[src/rtl/adder_share_ctrl.sv]
// adder_share_ctrl: two-requester round-robin front end that computes a
// WIDTH-bit add over several cycles on one shared SLICE_W-bit ripple slice.
// Optional feature macro: ADDER_SHARE_OVF_EN adds the rsp_ovf signed-overflow output.

module sixteen_bit_adder #(
  parameter int W = 16
) (
  input  logic [W-1:0] i_a,
  input  logic [W-1:0] i_b,
  input  logic         i_cin,
  output logic [W-1:0] o_sum,
  output logic         o_cout
);

  // Bit-serial ripple chain; the carry variable walks LSB to MSB.
  always_comb begin
    logic c;
    o_sum = '0;
    c     = i_cin;
    for (int i = 0; i < W; i++) begin
      o_sum[i] = i_a[i] ^ i_b[i] ^ c;
      c        = (i_a[i] & i_b[i]) | (c & (i_a[i] ^ i_b[i]));
    end
    o_cout = c;
  end

endmodule

module adder_share_ctrl #(
  parameter int WIDTH   = 64,
  parameter int SLICE_W = 16
) (
  input  logic             clk,
  input  logic             rst,
  input  logic             req0_valid,
  output logic             req0_ready,
  input  logic [WIDTH-1:0] req0_a,
  input  logic [WIDTH-1:0] req0_b,
  input  logic             req0_cin,
  input  logic             req1_valid,
  output logic             req1_ready,
  input  logic [WIDTH-1:0] req1_a,
  input  logic [WIDTH-1:0] req1_b,
  input  logic             req1_cin,
  output logic             rsp_valid,
  input  logic             rsp_ready,
  output logic             rsp_id,
  output logic [WIDTH-1:0] rsp_sum,
`ifdef ADDER_SHARE_OVF_EN
  output logic             rsp_ovf,
`endif
  output logic             rsp_cout
);

  localparam int NSLICE = WIDTH / SLICE_W;
  localparam int KW     = (NSLICE > 1) ? $clog2(NSLICE) : 1;

  typedef enum logic [1:0] {
    S_IDLE = 2'd0,
    S_CALC = 2'd1,
    S_DONE = 2'd2
  } state_t;

  state_t             r_state;
  state_t             w_state_nxt;
  logic [WIDTH-1:0]   r_a;
  logic [WIDTH-1:0]   r_b;
  logic [WIDTH-1:0]   r_sum;
  logic [KW-1:0]      r_k;
  logic               r_carry;
  logic               r_id;
  logic               r_last_grant;
  logic               r_rsp_valid;
  logic               r_cout;
`ifdef ADDER_SHARE_OVF_EN
  logic               r_ovf;
`endif

  logic               w_grant;
  logic               w_accept;
  logic               w_last_slice;
  logic [SLICE_W-1:0] w_slice_a;
  logic [SLICE_W-1:0] w_slice_b;
  logic [SLICE_W-1:0] w_slice_sum;
  logic               w_slice_cout;

  // Round-robin pick: a lone requester wins, contention goes to the one not served last.
  always_comb begin
    w_grant = 1'b0;
    case ({req1_valid, req0_valid})
      2'b01:   w_grant = 1'b0;
      2'b10:   w_grant = 1'b1;
      2'b11:   w_grant = ~r_last_grant;
      default: w_grant = 1'b0;
    endcase
  end

  // Handshake decode; nothing is offered outside IDLE or while reset is held.
  always_comb begin
    req0_ready = 1'b0;
    req1_ready = 1'b0;
    if ((r_state == S_IDLE) && !rst) begin
      req0_ready = (w_grant == 1'b0) && req0_valid;
      req1_ready = (w_grant == 1'b1) && req1_valid;
    end else begin
      req0_ready = 1'b0;
      req1_ready = 1'b0;
    end
  end

  assign w_accept     = req0_ready | req1_ready;
  assign w_last_slice = (r_k == KW'(NSLICE - 1));
  assign w_slice_a    = r_a[r_k*SLICE_W +: SLICE_W];
  assign w_slice_b    = r_b[r_k*SLICE_W +: SLICE_W];

  sixteen_bit_adder #(
    .W (SLICE_W)
  ) u_slice (
    .i_a    (w_slice_a),
    .i_b    (w_slice_b),
    .i_cin  (r_carry),
    .o_sum  (w_slice_sum),
    .o_cout (w_slice_cout)
  );

  // State register.
  always_ff @(posedge clk) begin
    if (rst) begin
      r_state <= S_IDLE;
    end else begin
      r_state <= w_state_nxt;
    end
  end

  // Next-state: accept -> one CALC cycle per slice -> hold DONE until consumed.
  always_comb begin
    w_state_nxt = r_state;
    case (r_state)
      S_IDLE: begin
        if (w_accept) begin
          w_state_nxt = S_CALC;
        end else begin
          w_state_nxt = S_IDLE;
        end
      end
      S_CALC: begin
        if (w_last_slice) begin
          w_state_nxt = S_DONE;
        end else begin
          w_state_nxt = S_CALC;
        end
      end
      S_DONE: begin
        if (rsp_ready) begin
          w_state_nxt = S_IDLE;
        end else begin
          w_state_nxt = S_DONE;
        end
      end
      default: w_state_nxt = S_IDLE;
    endcase
  end

  // Datapath: latch operands on accept, then fold one slice per CALC cycle into r_sum.
  always_ff @(posedge clk) begin
    if (rst) begin
      r_a          <= '0;
      r_b          <= '0;
      r_sum        <= '0;
      r_k          <= '0;
      r_carry      <= 1'b0;
      r_id         <= 1'b0;
      r_last_grant <= 1'b1;
      r_rsp_valid  <= 1'b0;
      r_cout       <= 1'b0;
`ifdef ADDER_SHARE_OVF_EN
      r_ovf        <= 1'b0;
`endif
    end else begin
      if (w_accept) begin
        r_a          <= w_grant ? req1_a : req0_a;
        r_b          <= w_grant ? req1_b : req0_b;
        r_carry      <= w_grant ? req1_cin : req0_cin;
        r_id         <= w_grant;
        r_last_grant <= w_grant;
        r_k          <= '0;
      end else if (r_state == S_CALC) begin
        r_sum[r_k*SLICE_W +: SLICE_W] <= w_slice_sum;
        r_carry <= w_slice_cout;
        r_k     <= r_k + KW'(1);
        if (w_last_slice) begin
          r_rsp_valid <= 1'b1;
          r_cout      <= w_slice_cout;
`ifdef ADDER_SHARE_OVF_EN
          // Same-sign operands whose result sign differs from theirs.
          r_ovf       <= (r_a[WIDTH-1] == r_b[WIDTH-1]) &&
                         (w_slice_sum[SLICE_W-1] != r_a[WIDTH-1]);
`endif
        end
      end else if ((r_state == S_DONE) && rsp_ready) begin
        r_rsp_valid <= 1'b0;
      end
    end
  end

  assign rsp_valid = r_rsp_valid;
  assign rsp_id    = r_id;
  assign rsp_sum   = r_sum;
  assign rsp_cout  = r_cout;
`ifdef ADDER_SHARE_OVF_EN
  assign rsp_ovf   = r_ovf;
`endif

endmodule
[config.mk]
export PLATFORM = sky130hd
export DESIGN_NAME = adder_share_ctrl
export DESIGN_NICKNAME = d
export VERILOG_FILES = /design/src/rtl/adder_share_ctrl.sv
export SDC_FILE = /design/constraint.sdc
export NUM_CORES = 1
export LEC_CHECK = 0
export CAP_MARGIN = 20
export CORE_ASPECT_RATIO = 0.7
export CORE_MARGIN = 2
export CORE_UTILIZATION = 46
export CTS_BUF_LIST = sky130_fd_sc_hd__clkbuf_8 sky130_fd_sc_hd__clkbuf_16
export CTS_CLUSTER_DIAMETER = 30
export CTS_CLUSTER_SIZE = 8
export DETAILED_ROUTE_END_ITERATION = 6
export PLACE_DENSITY = 0.8
export SLEW_MARGIN = 25
export SYNTH_ARGS = -nofsm -noshare
export SYNTH_HDL_FRONTEND = slang
export SYNTH_SLANG_ARGS = --single-unit
export TNS_END_PERCENT = 100
[constraint.sdc]
create_clock -name clk -period 14 [get_ports clk]
set_input_delay 2.8 -clock clk [delete_from_list [all_inputs] [get_ports clk]]
set_output_delay 2.8 -clock clk [all_outputs]
set_load 0.05 [all_outputs]
==> results.py <==
metrics = {
    "critical_path": {
        "crit_start": "req0_valid",
        "timing.critical_path.arrival_ps": 4830,
        "cp_data_required_time_ps": 11200,
        "reg_to_reg_startpoint": "r_k[0]",
        "reg2reg_slack_ps": 6850,
        "critPathKind": "input port to output port",
        "r2r_cells": 25,
        "crit_path_end_kind": "output port",
        "worst_r2r_endpoint": "rsp_sum[31]",
        "crit_path_max_fanout": 33,
        "critical_path_depth": 4,
        "critical_path.top_delay_family": "buffers and inverters",
        "timing.critical_path.to": "req0_ready",
        "cp_slowest_cell": "sky130_fd_sc_hd__clkdlybuf4s50_1",
        "setup.worst_path.start_class": "input port",
        "path_cells": "clkdlybuf4s50_1 -> a21bo_4 -> and3_1 -> clkdlybuf4s50_1",
        "worst_path_most_repeated_cell": "sky130_fd_sc_hd__clkdlybuf4s50_1",
        "worst_path_largest_cell_delay_ps": 790,
        "path_buf_inv": 2,
    },
    "floorplanning": {
        "ioPinCount": 332,
        "initial_core_util_pct": 47.4,
        "overall_die_width_um": 184,
        "design.die.area_um2": 23800,
        "floorplan_core_area_um2": 21900,
        "die_h_um": 130,
        "core.rowCount": 45,
    },
    "cells_and_area": {
        "n_fill_cell": 1697,
        "design.final.nets": 1651,
        "drive_gt1_share_pct": 15.3,
        "final_util_pct": 67.5,
        "syn_to_final_growth_pct": 42.5,
        "antennaDiodeCount": 0,
    },
    "synthesis": {
        "yosysSeqAreaShare_pct": 38.8,
        "synthFlopType": "sky130_fd_sc_hd__dfxtp_1",
        "ys_seq_elements": 201,
        "synth.area.top_cells": "sky130_fd_sc_hd__dfxtp_1 (39%), sky130_fd_sc_hd__a311oi_2 (14%), sky130_fd_sc_hd__nand2_1 (9.4%), sky130_fd_sc_hd__mux4_2 (6.9%), sky130_fd_sc_hd__a21oi_1 (6.3%)",
        "syn-cell-area_um2": 10400,
        "synth.cells.most_frequent": "sky130_fd_sc_hd__nand2_1 (260), sky130_fd_sc_hd__dfxtp_1 (201), sky130_fd_sc_hd__a21oi_1 (131)",
        "syn-instance-count": 1108,
        "ys_types": 36,
        "yosysWarningCount": 0,
        "synth_top_area_share_pct": 38.8,
        "syn-mean-instance-area_um2": 9.37,
        "synth-edff-count": 0,
        "asyncSetResetFlopFracSynth_pct": 0,
        "netlist.top_cell.by_area": "sky130_fd_sc_hd__dfxtp_1",
        "synth_fp_nets": 1393,
        "synthMostInstantiatedCell": "sky130_fd_sc_hd__nand2_1",
    },
    "clocking": {
        "clock_tree.root_cell": "sky130_fd_sc_hd__clkbuf_16",
        "path_clk_slew_ps": 50,
        "post_cts.repair.setup_buffers": 0,
        "clock_sink_count": 201,
        "hold_buffers": 0,
        "cts_htree_levels": 2,
        "cts_repair_resize_count": 0,
        "clock_insertion_delay_worst_skew_ps": 500,
        "tritoncts": "built",
        "clk_path_buf_depth": 3,
        "tritoncts_buffers": 36,
    },
    "route": {
        "drc_errors": 0,
        "route.vias.total": 10100,
        "wirelength_mm": 37.6,
        "detail_route.wl_per_cell_um": 22.5,
        "vias_per_cell": 6.06,
        "iteration_0_drc_markers": 1087,
        "drtAntennaViolNets": 0,
        "first_pass_iters": 5,
    },
    "placed_design": {
        "finalWeightedCongestion": 0.859,
        "post-dp-hpwl_mm": 26.2,
        "port_buffers": 331,
        "dp_slack_ps": 6390,
    },
    "sta": {
        "min_tclk_post_route_ps": 7630,
        "worstMarginPinSlew_ps": 1140,
        "finalWorstSetupSlack_ps": 6370,
        "timing_hold_violations_final": 0,
        "final_max_slew_viol_count": 0,
        "achievable-frequency_mhz": 131,
        "maxSlewHeadroom_pct": 23.8,
        "grt_setup_unrepaired": "no",
        "setup_tns_ps": 0,
        "timing.final.crit_share_pct": 54.5,
        "final-setup-viol-count": 0,
        "clock_skew_ps": 10.6,
        "timing.hold.ws_ps": 496,
    },
    "global_routing": {
        "grt_pass1_wl_mm": 57.1,
        "grt_use_total_pct": 31.1,
        "first_global_vias": 9833,
        "initial_antenna_violation_count": 2,
        "overflow_left_after_global_routing": 0,
        "grt_max_degree": 133,
    },
    "power": {
        "cellLeakagePower_uw": 0.00530,
        "power-per-cell-area_nw_per_um2": 125,
        "max-vdd-ir-drop_mv": 0.0740,
    },
    "status": {
        "status": "finished, final reports clean",
    },
    "worst_hold_path": {
        "worst_hold_path_type": "flip-flop to flip-flop",
    },
    "flow_run": {
        "max_cap_violations": 0,
    },
}
==> worst min-delay path: stages, from the launching register on <==
cell and delay (ps):
sky130_fd_sc_hd__dfxtp_1 330, sky130_fd_sc_hd__a32oi_1 60, sky130_fd_sc_hd__nor2_1 70
==> placed cells by master, fill, tap and decap left out, types with 2 or more instances in the layout <==
cell type | synthesis | routed
sky130_fd_sc_hd__a21oi_1 | 131 | 131
sky130_fd_sc_hd__buf_4 | 2 | 13
sky130_fd_sc_hd__a311oi_2 | 100 | 100
sky130_fd_sc_hd__nand3b_1 | 5 | 5
sky130_fd_sc_hd__ha_1 | 6 | 6
sky130_fd_sc_hd__a32oi_1 | 64 | 64
sky130_fd_sc_hd__bufinv_16 | 0 | 2
sky130_fd_sc_hd__nand2b_1 | 2 | 2
sky130_fd_sc_hd__nand3_1 | 2 | 2
sky130_fd_sc_hd__nand2_1 | 260 | 260
sky130_fd_sc_hd__nor4bb_4 | 0 | 2
sky130_fd_sc_hd__inv_6 | 0 | 2
sky130_fd_sc_hd__clkinv_2 | 0 | 3
sky130_fd_sc_hd__nor3_1 | 3 | 3
sky130_fd_sc_hd__mux4_2 | 32 | 32
sky130_fd_sc_hd__nor2_1 | 67 | 67
sky130_fd_sc_hd__buf_6 | 11 | 3
sky130_fd_sc_hd__dfxtp_2 | 0 | 2
sky130_fd_sc_hd__dfxtp_1 | 201 | 199
sky130_fd_sc_hd__clkbuf_8 | 0 | 8
sky130_fd_sc_hd__clkdlybuf4s50_1 | 0 | 330
sky130_fd_sc_hd__clkbuf_16 | 0 | 37
sky130_fd_sc_hd__a2bb2oi_1 | 2 | 2
sky130_fd_sc_hd__inv_1 | 40 | 50
sky130_fd_sc_hd__mux2i_1 | 2 | 2
sky130_fd_sc_hd__a311oi_1 | 28 | 28
sky130_fd_sc_hd__nor2b_1 | 3 | 3
sky130_fd_sc_hd__fa_1 | 16 | 16
==> worst min-delay path by stage <==
stage,endpoint,cells after the start,start
after floorplan,r_a[55],2,r_a[55]
after global placement,rsp_sum[44],2,rsp_sum[44]
after detailed placement,rsp_sum[44],2,rsp_sum[44]
after CTS,rsp_sum[44],2,rsp_sum[44]
after global routing,rsp_sum[22],2,rsp_sum[22]
final,rsp_sum[22],2,rsp_sum[22]
==> per-layer routing <==
layer / global-route usage, % / wire length (um) / vias up
li1: - / - / 4580
met1: 42.8 / 15900 / 4892
met2: 49.6 / 17200 / 587
met3: 6.86 / 3560 / 76
met4: 8.52 / 909 / 4
met5: 0 / 24 / -
==> state kept, by name, summed over array words and instances, names as in the netlist <==
name          count
rsp_id            1
r_k               2
r_state           2
rsp_sum          64
rsp_valid         1
rsp_cout          1
r_a              64
r_last_grant      1
r_carry           1
r_b              64
==> kinds of logic after synthesis <==
family	Yosys count	synth area share (%)
multiplexers	34	7.14
adder cells (fa/ha/maj)	22	3.81
buffers and inverters	167	7.35
XOR/XNOR	1	0.0844
AO/OA/AOI/OAI	331	29.3
flip-flops	201	38.8
AND/OR/NAND/NOR	352	13.6
==> power breakdown <==
group / total [uW] / internal (uW) / switching, uW
Clock: 831 / 548 / 283
Sequential: 648 / 613 / 35.0
Combinational: 364 / 166 / 198
==> final cells by class <==
type,count,area (um2),share of cell area (%)
Timing Repair Buffer,347,3450,23.3
Clock inverter,18,139,0.939
Sequential cell,201,4030,27.2
Multi-Input combinational cell,740,5650,38.2
Clock buffer,44,1020,6.91
Tap cell,282,353,2.39
Inverter,40,150,1.02
==> per-stage QoR <==
step	instances	instance area [um2]	power (uW)
after global placement	1610	13600	1010
after detailed placement	1610	13600	1010
final	1672	14800	1840
after CTS	1672	14800	1840
after global routing	1672	14800	1900
after floorplan	1108	10400	863
Note: power is estimated with default switching activity, not from simulation.
